`src/rtl/instr_stream_encoder.sv`:
```
`default_nettype none
// ==== instr_stream_encoder: RV32I field-to-word encoder with flow control, fill counter, sticky error ====
// ==== Rev 1.0 -- optional immediate range checking via RVENC_IMM_CHECK_EN                              ====
module instr_stream_encoder #(
  parameter int DEPTH_LOG2 = 8
) (
  input  logic                  clk,
  input  logic                  rst,
  input  logic                  clr,
  input  logic                  in_valid,
  output logic                  in_ready,
  input  logic [3:0]            in_class,
  input  logic [2:0]            in_funct3,
  input  logic                  in_alt,
  input  logic [4:0]            in_rd,
  input  logic [4:0]            in_rs1,
  input  logic [4:0]            in_rs2,
  input  logic [31:0]           in_imm,
  output logic                  out_valid,
  input  logic                  out_ready,
  output logic [31:0]           out_instr,
  output logic [DEPTH_LOG2-1:0] out_addr,
  output logic [DEPTH_LOG2:0]   count,
  output logic                  full,
  output logic                  err,
  output logic                  err_pulse
);

  localparam logic [DEPTH_LOG2:0] C_DEPTH = {1'b1, {DEPTH_LOG2{1'b0}}};

  localparam logic [3:0] C_CLS_R     = 4'd0;
  localparam logic [3:0] C_CLS_OPIMM = 4'd1;
  localparam logic [3:0] C_CLS_LOAD  = 4'd2;
  localparam logic [3:0] C_CLS_STORE = 4'd3;
  localparam logic [3:0] C_CLS_BR    = 4'd4;
  localparam logic [3:0] C_CLS_JALR  = 4'd5;
  localparam logic [3:0] C_CLS_LUI   = 4'd6;
  localparam logic [3:0] C_CLS_AUIPC = 4'd7;
  localparam logic [3:0] C_CLS_JAL   = 4'd8;

  localparam logic [6:0] C_OP_R     = 7'b0110011;
  localparam logic [6:0] C_OP_OPIMM = 7'b0010011;
  localparam logic [6:0] C_OP_LOAD  = 7'b0000011;
  localparam logic [6:0] C_OP_STORE = 7'b0100011;
  localparam logic [6:0] C_OP_BR    = 7'b1100011;
  localparam logic [6:0] C_OP_JALR  = 7'b1100111;
  localparam logic [6:0] C_OP_LUI   = 7'b0110111;
  localparam logic [6:0] C_OP_AUIPC = 7'b0010111;
  localparam logic [6:0] C_OP_JAL   = 7'b1101111;

  logic                r_out_valid;
  logic [31:0]         r_out_instr;
  logic [DEPTH_LOG2-1:0] r_out_addr;
  logic [DEPTH_LOG2:0] r_count;
  logic                r_err;
  logic                r_err_pulse;

  logic [31:0] w_word;
  logic        w_legal;
  logic        w_full;
  logic        w_accept;
  logic        w_shift;
  logic [6:0]  w_funct7;
  logic        w_fit_i, w_fit_b, w_fit_j, w_fit_sh, w_fit_u;

`ifdef RVENC_IMM_CHECK_EN
  // Range checks: upper bits must be a pure sign extension of the encodable field.
  assign w_fit_i  = (&in_imm[31:11]) | ~(|in_imm[31:11]);
  assign w_fit_b  = ((&in_imm[31:12]) | ~(|in_imm[31:12])) & ~in_imm[0];
  assign w_fit_j  = ((&in_imm[31:20]) | ~(|in_imm[31:20])) & ~in_imm[0];
  assign w_fit_sh = ~(|in_imm[31:5]);
  assign w_fit_u  = ~(|in_imm[11:0]);
`else
  assign w_fit_i  = 1'b1;
  assign w_fit_b  = 1'b1;
  assign w_fit_j  = 1'b1;
  assign w_fit_sh = 1'b1;
  assign w_fit_u  = 1'b1;
`endif

  assign w_shift  = (in_funct3 == 3'b001) || (in_funct3 == 3'b101);
  assign w_funct7 = in_alt ? 7'b0100000 : 7'b0000000;

  always_comb begin
    w_word  = 32'd0;
    w_legal = 1'b0;
    case (in_class)
      C_CLS_R: begin
        w_legal = !in_alt || (in_funct3 == 3'b000) || (in_funct3 == 3'b101);
        w_word  = {w_funct7, in_rs2, in_rs1, in_funct3, in_rd, C_OP_R};
      end
      C_CLS_OPIMM: begin
        if (w_shift) begin
          w_legal = (!in_alt || (in_funct3 == 3'b101)) && w_fit_sh;
          w_word  = {w_funct7, in_imm[4:0], in_rs1, in_funct3, in_rd, C_OP_OPIMM};
        end else begin
          w_legal = !in_alt && w_fit_i;
          w_word  = {in_imm[11:0], in_rs1, in_funct3, in_rd, C_OP_OPIMM};
        end
      end
      C_CLS_LOAD: begin
        w_legal = (in_funct3 != 3'd3) && (in_funct3 != 3'd6) && (in_funct3 != 3'd7) && w_fit_i;
        w_word  = {in_imm[11:0], in_rs1, in_funct3, in_rd, C_OP_LOAD};
      end
      C_CLS_STORE: begin
        w_legal = (in_funct3 <= 3'd2) && w_fit_i;
        w_word  = {in_imm[11:5], in_rs2, in_rs1, in_funct3, in_imm[4:0], C_OP_STORE};
      end
      C_CLS_BR: begin
        w_legal = (in_funct3 != 3'd2) && (in_funct3 != 3'd3) && w_fit_b;
        w_word  = {in_imm[12], in_imm[10:5], in_rs2, in_rs1, in_funct3,
                   in_imm[4:1], in_imm[11], C_OP_BR};
      end
      C_CLS_JALR: begin
        w_legal = w_fit_i;
        w_word  = {in_imm[11:0], in_rs1, 3'b000, in_rd, C_OP_JALR};
      end
      C_CLS_LUI: begin
        w_legal = w_fit_u;
        w_word  = {in_imm[31:12], in_rd, C_OP_LUI};
      end
      C_CLS_AUIPC: begin
        w_legal = w_fit_u;
        w_word  = {in_imm[31:12], in_rd, C_OP_AUIPC};
      end
      C_CLS_JAL: begin
        w_legal = w_fit_j;
        w_word  = {in_imm[20], in_imm[10:1], in_imm[11], in_imm[19:12], in_rd, C_OP_JAL};
      end
      default: begin
        w_word  = 32'd0;
        w_legal = 1'b0;
      end
    endcase
  end

  assign w_full   = (r_count == C_DEPTH);
  assign in_ready = !w_full && (!r_out_valid || out_ready);
  assign w_accept = in_valid && in_ready;

  // Count never exceeds the depth because in_ready drops at full.
  always_ff @(posedge clk) begin
    if (rst) begin
      r_out_valid <= 1'b0;
      r_out_instr <= 32'd0;
      r_out_addr  <= '0;
      r_count     <= '0;
      r_err       <= 1'b0;
      r_err_pulse <= 1'b0;
    end else if (clr) begin
      r_out_valid <= 1'b0;
      r_out_addr  <= '0;
      r_count     <= '0;
      r_err       <= 1'b0;
      r_err_pulse <= 1'b0;
    end else begin
      r_err_pulse <= w_accept && !w_legal;
      if (w_accept && !w_legal) begin
        r_err <= 1'b1;
      end
      if (w_accept && w_legal) begin
        r_out_instr <= w_word;
        r_out_addr  <= r_count[DEPTH_LOG2-1:0];
        r_out_valid <= 1'b1;
        r_count     <= r_count + 1'b1;
      end else if (out_ready) begin
        r_out_valid <= 1'b0;
      end
    end
  end

  assign out_valid = r_out_valid;
  assign out_instr = r_out_instr;
  assign out_addr  = r_out_addr;
  assign count     = r_count;
  assign full      = w_full;
  assign err       = r_err;
  assign err_pulse = r_err_pulse;

endmodule
`default_nettype wire

```
`config.mk`:
```
export PLATFORM = sky130hd
export DESIGN_NAME = instr_stream_encoder
export DESIGN_NICKNAME = d
export VERILOG_FILES = /design/src/rtl/instr_stream_encoder.sv
export SDC_FILE = /design/constraint.sdc
export NUM_CORES = 1
export LEC_CHECK = 0
export CORE_MARGIN = 5
export CORE_UTILIZATION = 44
export CTS_CLUSTER_SIZE = 28
export DETAILED_ROUTE_END_ITERATION = 16
export PLACE_DENSITY = 0.79
export SYNTH_ARGS = -nofsm -noshare
export SYNTH_HDL_FRONTEND = slang
export SYNTH_SLANG_ARGS = --single-unit
```
`constraint.sdc`:
```
create_clock -name clk -period 2.5 [get_ports clk]
set_input_delay 0.25 -clock clk [delete_from_list [all_inputs] [get_ports clk]]
set_output_delay 0.25 -clock clk [all_outputs]
set_load 0.1 [all_outputs]
```
==> summary.txt, run 1 <==
Global route
  – Met2 GRT Util: approximately a third
  – Largest net degree at the start of global routing: 31
  – Global-route wire length before repair: about 14000 um
  – Initial antenna violation count: 0
  – M1 GR Usage: 24.8%
  – Vias in the first global route: roughly 2.9k
  – GRT overflow: 0
  – Routing usage on met3: under 10%
  – Global routing's busiest layer: met2
  – Tot GR Track Use: 20.0%

Pwr
  – Cell Int Power: between 1 and 1.5 mW
  – Overall Power: 2.14 mW
  – Power density over the cells: 503 nW/um^2
  – LEAKAGE: approximately 1.6 nW
  – Net Sw Power: ~0.73 mW
  – Clock share of power: between 20% and 30%
  – Combinational Power Share: 31.5%
  – Sequential Power Share: roughly 40%
  – Worst VDD drop: approximately 0.29 mV
  – Sw frac: 34.0%

Clocking
  – Post-CTS Setup Bufs: 0
  – CTS sink cnt: around 50
  – Hold_buf cts: 0
  – CTS clk-pin slew, worst paths: about 0.10 ns
  – CTS Buffer Depth: 2
  – CTS Buf Count: 5
  – Cts repair resizes: 0
  – CTS root buf: clkbuf_8
  – CTS tree: done
  – H-tree levels: 2
  – Worst-skew pair later-pin latency: 0.31 ns

Yosys
  – Flops & latches, synth: slightly above 50
  – Gate Count Post-Synth: between 300 and 400
  – Mean cell area of the mapped netlist: about 8 um^2
  – Ys flop type: dfxtp_1
  – Seq/Total Area, Yosys: between 30% and 40%
  – Syn Std Cell Area: between 2000 and 3000 um^2
  – Yosys cell types: 45
  – Ys Warns: 0
  – Post-synth EDFFs: 0
  – Post-synth net total: between 400 and 500
  – Post-synth ARST share: 0%

STA
  – Clk_skew: between 0.01 and 0.015 ns
  – Final setup vio count: 0
  – Max-slew violation count: 0
  – Final Cycle Share: slightly below 90%
  – Worst setup margin: around 0.33 ns
  – Fin Hold WS: between 0.4 and 0.5 ns
  – Actual slew at the worst max-slew pin: between 0.5 and 0.6 ns
  – Worst rel slew slack: roughly 64%
  – RSZ-0062 raised after global routing: no
  – Peak Freq: about 0.46 GHz
  – Setup TNS: 0 ns
  – Final-report hold violation count: 0
  – Final min period: between 2 and 2.5 ns

Route
  – DR iter-0 viols: roughly 140
  – Routed length per placed instance: 15.8 um
  – Post-DR vias/cell: approximately 5.5
  – DRC Markers: 0
  – First-pass DRT Iterations: 4
  – Post-DRT Antenna Nets: 0
  – Routed Wire Length: around 8800 um
  – DR vias: roughly 3.1k

Layout
  – Final instance area: 4250 um^2
  – Final Util: between 60% and 70%
  – Fin nets: 540
  – Diodes inserted: 0
  – Non-filler instance count after layout: 556
  – Share of post-route cells with drive strength above 1: between 20% and 30%
  – Layout area overhead: 43.8%

Die
  – Initial Util: a little under half
  – Die height: slightly above 90 um
  – Total I/O pin count: between 100 and 150
  – Die Wd: 92.0 um
  – FP Rows: 29
  – Core area: about 6500 um^2
  – Die area: around 8500 um^2

Setup path
  – Crit Path Max Fanout: 27
  – Worst path cell trace: inv_1 -> ha_1 -> nor4b_1 -> and4_4 -> nand3b_4 -> a211oi_4 -> buf_12 -> o221a_2 -> nor3_2
  – CP Data Arrival Time: between 2 and 2.5 ns
  – Worst r2r path cells: 9
  – Setup crit end kind: flop
  – R2R Setup Slk: approximately 0.33 ns
  – Crit path kind: reg -> reg
  – Worst r2r src: count[0]
  – Startpoint Class: flop
  – Crit-path max cell delay: approximately 0.39 ns
  – CP required: between 2 and 3 ns
  – Reg-to-Reg End: out_instr[18]
  – Slowest-stage cell, CP: dfxtp_4

Job
  – Max-Cap Viols: 0

Outcome
  – Status: complete, no violations

Min path
  – Hold Startpoint: err
  – Hold endpoint: err
  – Hold path depth: 1
  – Worst min-delay path class: reg -> reg

Placement
  – Dpl ws: around 0.1 ns
  – Placed cell count: roughly 550
  – Post-DP HPWL: slightly below 7000 um
  – I/O Buffers: about 110
  – Placer Congestion: ~0.88
  – Post-DP Area: a little over 4000 um^2
[synth_stat cells (all sizes together) (2+ instances only)]
master	number	share of area, %
or2	2	0.42
o211ai	2	0.51
a21o	2	0.51
ha	2	0.85
a211oi	29	8.2
mux2i	18	6.1
buf	17	3.3
a22o	6	1.8
nand2b	6	1.3
nand3	6	1.2
nor3	9	2.2
o21ai	6	1.0
a21oi	38	6.8
nand2	13	1.7
xnor2	6	1.8
inv	8	1.0
a221oi	4	1.2
clkbuf	14	1.8
nor2	73	9.3
o221a	7	2.7
nand4	2	0.42
dfxtp	51	35
nor2b	24	5.1
a22oi	9	2.3
[cell type report]
| class | instances | area (um^2) |
|---|---|---|
| well taps | 77 | 96.3 |
| multi-input cells | 278 | 1780 |
| fillers | 568 | 2210 |
| clock inverters | 2 | 38.8 |
| inverters | 8 | 30.0 |
| clock buffers | 6 | 82.6 |
| repair buffers | 134 | 1190 |
| flip-flops and latches | 51 | 1040 |
[routing by layer]
metal,up-vias,share of wire [%]
met5,-,0
met4,0,2.3
met3,14,6.7
li1,1535,-
met1,1414,42
met2,99,49
[how the worst max path moves through the flow]
stage / start / to / cells after the start
finish: count[0] / out_instr[18] / 9
global placement: in_class[1] / out_instr[15] / 7
detailed placement: in_funct3[2] / out_instr[18] / 8
CTS: count[0] / out_instr[18] / 9
global route: in_class[0] / out_instr[26] / 8
floorplan: count[0] / out_instr[10] / 10
[worst max-delay path: cells and delay by family (launching register included)]
family	cells	cell delay (ns)
simple gates	4	0.61
buf+inv	2	0.28
flops	1	0.39
fa+ha+maj	1	0.18
compound gates	2	0.60
[cells by family after synthesis]
logic type                 Yosys count  synth area share (%)
DFF                                 51                  34.5
AOI/OAI and AO/OA                  112                  27.6
muxes                               18                  6.09
adders and majority gates            2                 0.846
and+or+nand+nor                    139                  22.7
xor gates and xnor gates             7                  2.07
buffers and inverters               39                  6.14
[state kept, by name, summed over array words and instances (netlist names)]
name / count
out_instr: 31
count: 9
out_addr: 8
err: 1
err_pulse: 1
out_valid: 1
[cells in the final DEF, fill, tap and decap left out, drive strengths merged, types with 2 or more instances in the layout]
cell           count
a211oi            29
a21o               2
a21oi             38
a221oi             4
a22o               6
a22oi              9
buf               75
clkbuf             6
clkdlybuf4s50     59
dfxtp             51
ha                 2
inv                9
mux2i             18
nand2             13
nand2b             6
nand3              6
nand4              2
nor2              73
nor2b             24
nor3               9
o211ai             2
o21ai              6
o221a              7
or2                2
xnor2              6
[power groups by stage]
| stage | clock [mW] | combinational [mW] | sequential, mW |
|---|---|---|---|
| floorplan | 0 | 0.239 | 1.08 |
| global placement | 0 | 0.662 | 0.876 |
| detailed placement | 0 | 0.672 | 0.875 |
| CTS | 0.629 | 0.674 | 0.856 |
| global route | 0.662 | 0.712 | 0.859 |
| finish | 0.611 | 0.673 | 0.856 |
No activity file was read; power rests on OpenSTA's default activity.
==> inputs of run 2 (changes only) <==
--- a/config.mk
+++ b/config.mk
@@ -9,7 +9,8 @@
 export CORE_UTILIZATION = 44
 export CTS_CLUSTER_SIZE = 28
 export DETAILED_ROUTE_END_ITERATION = 16
-export PLACE_DENSITY = 0.79
+export PLACE_DENSITY = 0.89
+export SLEW_MARGIN = 5
 export SYNTH_ARGS = -nofsm -noshare
 export SYNTH_HDL_FRONTEND = slang
 export SYNTH_SLANG_ARGS = --single-unit
==> summary.txt, run 2 (same netlist as run 1, synthesis figures left out) <==
Placement
  – Post-DP HPWL: 6780 um (was 6850 um)
  – Dpl ws: 0.0261 ns (was 0.0996 ns)
  – Placed cell count: 543 (was 548)
  – I/O Buffers: 113 (unchanged)
  – Placer Congestion: 0.862 (was 0.879)

Global route
  – Largest net degree at the start of global routing: 58 (was 31)
  – Initial antenna violation count: 0 (unchanged)
  – Global-route wire length before repair: 14800 um (was 14000 um)
  – Vias in the first global route: 3052 (was 2860)
  – GRT overflow: 0 (unchanged)
  – Tot GR Track Use: 21.3% (was 20.0%)

Layout
  – Layout area overhead: 41.9% (was 43.8%)
  – Fin nets: 535 (was 540)
  – Share of post-route cells with drive strength above 1: 23.4% (was 24.2%)
  – Max FFs per register: 31 (unchanged)
  – Commonest non-fill, non-tap cell in the layout: nor2_1 (unchanged)
  – Diodes inserted: 0 (unchanged)
  – Most frequent cells in the layout: nor2_1 (73), buf_4 (68), clkdlybuf4s50_1 (59) (was nor2_1 (73), buf_4 (72), clkdlybuf4s50_1 (59))
  – Fill cells: 541 (was 568)
  – Footprint of the multi-input gates: 1780 um^2 (unchanged)
  – Register Area: 1040 um^2 (unchanged)
  – Final Util: 65.0% (was 65.8%)
  – Non-filler instance count after layout: 551 (was 556)

Pwr
  – LEAKAGE: 1.57 nW (was 1.60 nW)
  – Worst VDD drop: 0.344 mV (was 0.293 mV)
  – Sequential Power Share: 40.3% (was 40.0%)
  – Combinational Power Share: 31.4% (was 31.5%)
  – Sw frac: 35.1% (was 34.0%)
  – Power density over the cells: 507 nW/um^2 (was 503 nW/um^2)
  – Cell Int Power: 1.38 mW (was 1.41 mW)
  – Net Sw Power: 0.745 mW (was 0.728 mW)
  – Clock share of power: 28.3% (was 28.6%)

Clocking
  – Cts repair resizes: 0 (unchanged)
  – CTS clk-pin slew, worst paths: 0.10 ns (about the same)
  – CTS sink cnt: 51 (unchanged)
  – CTS root buf: clkbuf_8 (unchanged)
  – Hold_buf cts: 0 (unchanged)
  – H-tree levels: 2 (unchanged)
  – CTS Buffer Depth: 2 (unchanged)
  – Post-CTS Setup Bufs: 0 (unchanged)
  – CTS Buf Count: 5 (unchanged)
  – Worst-skew pair later-pin latency: 0.30 ns (was 0.31 ns)
  – CTS tree: done (unchanged)

Setup path
  – Critical path depth in cells: 8 (was 9)
  – Largest delay contributor family on the critical path: buffers and inverters (was simple AND/OR/NAND/NOR gates)
  – CP required: 2.72 ns (was 2.71 ns)
  – CP Data Arrival Time: 2.45 ns (was 2.38 ns)
  – Crit path kind: in -> reg (was reg -> reg)
  – Setup crit end kind: flop (unchanged)
  – Crit-path max cell delay: 0.54 ns (was 0.39 ns)
  – Worst r2r path cells: 9 (unchanged)
  – Critical Path Most Common Cell: buf_4
  – Startpoint Class: primary input (was flop)
  – Slowest-stage cell, CP: clkdlybuf4s50_1 (was dfxtp_4)
  – Buffers & Inverters on Critical Path: 3 (was 2)
  – Crit Path Max Fanout: 22 (was 27)
  – Worst path cell trace: clkdlybuf4s50_1 -> buf_4 -> nor2_1 -> a21oi_1 -> o32ai_1 -> buf_4 -> a22oi_1 -> a211oi_1 (was inv_1 -> ha_1 -> nor4b_1 -> and4_4 -> nand3b_4 -> a211oi_4 -> buf_12 -> o221a_2 -> nor3_2)

Die
  – Die height: 92.0 um (unchanged)
  – FP Rows: 29 (unchanged)
  – Core area: 6460 um^2 (unchanged)
  – Initial Util: 45.8% (unchanged)
  – Die Wd: 92.0 um (unchanged)
  – Die area: 8460 um^2 (unchanged)
  – Total I/O pin count: 114 (unchanged)

STA
  – Final min period: 2.23 ns (was 2.17 ns)
  – Final-report hold violation count: 0 (unchanged)
  – Setup TNS: 0 ns (unchanged)
  – Actual slew at the worst max-slew pin: 0.537 ns (about the same)
  – Max-slew violation count: 0 (unchanged)
  – Peak Freq: 0.448 GHz (was 0.461 GHz)
  – Final setup vio count: 0 (unchanged)
  – RSZ-0062 raised after global routing: no (unchanged)
  – Worst setup margin: 0.266 ns (was 0.329 ns)
  – Worst rel slew slack: 64.1% (was 63.9%)
  – Fin Hold WS: 0.485 ns (was 0.475 ns)
  – Final Cycle Share: 89.4% (was 86.8%)
  – Clk_skew: 0.00805 ns (was 0.0104 ns)

Route
  – Post-DR vias/cell: 5.61 (was 5.51)
  – DRC Markers: 0 (unchanged)
  – Routed Wire Length: 8990 um (was 8760 um)
  – Routed length per placed instance: 16.3 um (was 15.8 um)
  – Post-DRT Antenna Nets: 0 (unchanged)
  – First-pass DRT Iterations: 4 (unchanged)
  – DR vias: 3091 (was 3062)
  – DR iter-0 viols: 148 (was 143)

Min path
  – Hold path depth: 1 (unchanged)
  – Worst min-delay path class: reg -> reg (unchanged)

Outcome
  – Status: complete, no violations (unchanged)

Job
  – Max-Cap Viols: 0 (unchanged)
-- run 2: power by group through the flow --
stage                     combinational (mW)  clock (mW)  sequential [mW]
after global placement                 0.653           0            0.875
after global routing                   0.707       0.651            0.860
after CTS                              0.667       0.614            0.857
after detailed placement               0.664           0            0.875
final                                  0.667       0.603            0.857
after floorplan                        0.239           0             1.08
-- run 2: worst paths after layout --
check / slack [ns] / from / end
max: 0.27 / in_class[0] / out_instr[28]
max reg2reg: 0.29 / count[0] / out_instr[3]
min: 0.48 / err / err
min reg2reg: 0.48 / err / err
-- run 2: layout make-up --
type | count | share of cell area [%]
clock buffer | 5 | 1.64
clock inverter | 3 | 1.13
inverter | 8 | 0.716
multi-input combinational | 278 | 42.3
sequential | 51 | 24.7
tap | 77 | 2.30
timing repair buffer | 129 | 27.2
-- run 2: per-layer routing --
metal	track usage (%)	part of all wire, %	vias up	wire length (um)
met5	0	0	-	0
met4	5.45	1.2	0	112
met3	6.46	8.6	9	769
met2	36.8	50	120	4470
met1	25.8	40	1438	3640
li1	-	-	1524	-
-- run 2: metrics by stage --
step / total power, mW / cell area (um^2)
finish: 2.13 / 4200
global route: 2.22 / 4200
CTS: 2.14 / 4200
detailed placement: 1.54 / 4080
global placement: 1.53 / 4080
floorplan: 1.32 / 2990
-- run 2: worst reg2reg max path, delay by kind of cell (launching register included) --
kind            cells  cell delay (ns)
compound gates      1             0.29
fa+ha+maj           1             0.18
buf+inv             2             0.35
flops               1             0.39
mux                 1             0.25
simple gates        4             0.64
==> inputs of run 3 (changes only) <==
--- a/config.mk
+++ b/config.mk
@@ -5,11 +5,12 @@
 export SDC_FILE = /design/constraint.sdc
 export NUM_CORES = 1
 export LEC_CHECK = 0
+export CORE_ASPECT_RATIO = 0.5
 export CORE_MARGIN = 5
-export CORE_UTILIZATION = 44
+export CORE_UTILIZATION = 48
 export CTS_CLUSTER_SIZE = 28
 export DETAILED_ROUTE_END_ITERATION = 16
-export PLACE_DENSITY = 0.89
+export PLACE_DENSITY = 0.95
 export SLEW_MARGIN = 5
 export SYNTH_ARGS = -nofsm -noshare
 export SYNTH_HDL_FRONTEND = slang
==> constraint.sdc (replaced) <==
create_clock -name clk -period 2.7 [get_ports clk]
set_input_delay 0.27 -clock clk [delete_from_list [all_inputs] [get_ports clk]]
set_output_delay 0.27 -clock clk [all_outputs]
set_load 0.1 [all_outputs]
==> summary.txt, run 3 (same netlist as run 1, synthesis figures left out) <==
Outcome
  – Status: complete, no violations (unchanged)

STA
  – Peak Freq: 0.424 GHz
  – Final-report hold violation count: 0 (unchanged)
  – Final min period: about 2.4 ns
  – Setup TNS: 0 ns (unchanged)
  – Final setup vio count: 0 (unchanged)
  – Worst rel slew slack: 42.9% (was 64.1%)
  – Max-slew violation count: 0 (unchanged)
  – Worst setup margin: 0.339 ns (was 0.266 ns)
  – Fin Hold WS: 0.472 ns (was 0.485 ns)
  – Actual slew at the worst max-slew pin: 0.854 ns (was 0.537 ns)
  – Clk_skew: 0.00239 ns (was 0.00805 ns)
  – Final Cycle Share: 87.4%
  – RSZ-0062 raised after global routing: no (unchanged)

Setup path
  – Setup crit end kind: flop (unchanged)
  – CP required: 2.89 ns (was 2.72 ns)
  – Crit path kind: reg -> reg (was in -> reg)
  – Reg-to-Reg End: out_instr[8] (was out_instr[3])
  – R2R Setup Slk: 0.34 ns (was 0.29 ns)
  – Startpoint Class: flop (was primary input)
  – Worst r2r src: count[0] (unchanged)
  – Worst r2r path cells: 9 (unchanged)
  – CP Data Arrival Time: 2.55 ns (was 2.45 ns)
  – Crit Path Max Fanout: 47 (was 22)

Route
  – Routed Wire Length: 8470 um (was 8990 um)
  – Post-DR vias/cell: 5.50 (was 5.61)
  – DR iter-0 viols: 339 (was 148)
  – Routed length per placed instance: 15.1 um (was 16.3 um)
  – First-pass DRT Iterations: 5 (was 4)
  – DR vias: 3083 (was 3091)
  – Post-DRT Antenna Nets: 0 (unchanged)
  – DRC Markers: 0 (unchanged)

Die
  – Die Wd: 121 um (was 92.0 um)
  – Total I/O pin count: 114 (unchanged)
  – Die area: 7920 um^2 (was 8460 um^2)
  – FP Rows: 20 (was 29)
  – Die height: 65.5 um (was 92.0 um)
  – Core area: 6030 um^2 (was 6460 um^2)
  – Initial Util: 49.0% (was 45.8%)

Layout
  – Max FFs per register: 31 (unchanged)
  – Commonest non-fill, non-tap cell in the layout: nor2_1 (unchanged)
  – Fill cells: 489 (was 541)
  – Share of post-route cells with drive strength above 1: 23.3% (was 23.4%)
  – Final Util: 70.2% (was 65.0%)
  – Most frequent cells in the layout: nor2_1 (73), buf_4 (67), clkdlybuf4s50_1 (59) (was nor2_1 (73), buf_4 (68), clkdlybuf4s50_1 (59))
  – Layout area overhead: 43.3% (was 41.9%)
  – Diodes inserted: 0 (unchanged)
  – Fin nets: 534 (was 535)
  – Final instance area: 4240 um^2 (was 4200 um^2)

Clocking
  – CTS clk-pin slew, worst paths: 0.06 ns (was 0.10 ns)
  – Post-CTS Setup Bufs: 0 (unchanged)
  – CTS tree: done (unchanged)
  – CTS root buf: clkbuf_16 (was clkbuf_8)
  – Worst-skew pair later-pin latency: 0.28 ns (was 0.30 ns)
  – Hold_buf cts: 0 (unchanged)
  – CTS sink cnt: 51 (unchanged)
  – H-tree levels: 2 (unchanged)
  – Cts repair resizes: 0 (unchanged)
  – CTS Buffer Depth: 2 (unchanged)
  – CTS Buf Count: 5 (unchanged)

Placement
  – I/O Buffers: 113 (unchanged)
  – Dpl ws: 0.265 ns (was 0.0261 ns)
  – Placer Congestion: 0.932 (was 0.862)
  – Post-DP HPWL: 6260 um (was 6780 um)
  – Post-DP Area: 4080 um^2 (about the same)

Global route
  – GRT overflow: 0 (unchanged)
  – Global-route wire length before repair: 14100 um (was 14800 um)
  – Tot GR Track Use: 21.7% (was 21.3%)
  – Initial antenna violation count: 0 (unchanged)
  – Largest net degree at the start of global routing: 48 (was 58)
  – Vias in the first global route: 2989 (was 3052)

Min path
  – Hold path depth: 1 (unchanged)
  – Worst min-delay path class: reg -> reg (unchanged)
  – Hold endpoint: err (unchanged)
  – Hold Startpoint: err (unchanged)

Pwr
  – LEAKAGE: 1.58 nW (was 1.57 nW)
  – Worst VDD drop: 0.333 mV (was 0.344 mV)
  – Power density over the cells: 487 nW/um^2 (was 507 nW/um^2)

Job
  – Max-Cap Viols: 0 (unchanged)
## run 3: worst max-delay path by stage
| stage | startpoint | endpoint | cells past startpoint |
|---|---|---|---|
| 2_1_floorplan | count[0] | out_instr[10] | 10 |
| 3_3_place_gp | in_class[2] | out_instr[12] | 9 |
| 3_5_place_dp | in_class[2] | out_instr[3] | 9 |
| 4_1_cts | count[0] | out_instr[3] | 9 |
| 5_1_grt | count[0] | out_instr[3] | 9 |
| 6_report | count[0] | out_instr[8] | 9 |
## run 3: routing by layer
metal | global-route usage [%] | wire, um | vias to the layer above
li1 | - | - | 1524
met1 | 27.4 | 3540 | 1434
met2 | 38.4 | 4280 | 111
met3 | 4.47 | 536 | 14
met4 | 4.66 | 106 | 0
met5 | 0 | 0 | -
## run 3: critical path: stages, from the launching register on
cell	delay, ns
dfxtp_4	0.37
inv_1	0.06
ha_1	0.20
nor4b_1	0.14
and4_2	0.24
nand3b_2	0.35
a211oi_4	0.33
buf_12	0.26
nor2_1	0.06
a211oi_1	0.24
## run 3: area by class of cell
cell class                 count  area [um^2]  area share [%]
inverter                       8         30.0           0.709
sequential                    51         1040            24.5
clock buffer                   7          153            3.60
clock inverter                 1         7.51           0.177
timing repair buffer         128         1130            26.8
multi-input combinational    278         1770            41.7
tap                           88          110            2.60
## run 3: per-stage QoR
| step | cells | power, mW |
|---|---|---|
| floorplan | 368 | 1.22 |
| global placement | 553 | 1.41 |
| global route | 561 | 2.16 |
| detailed placement | 553 | 1.42 |
| finish | 561 | 2.06 |
| CTS | 561 | 2.07 |
## run 3: where the power goes
group	total [mW]	internal, mW	leakage (nW)	switching, mW
Sequential	0.793	0.777	0.419	0.0153
Combinational	0.613	0.218	1.09	0.395
Clock	0.656	0.394	0.0761	0.262
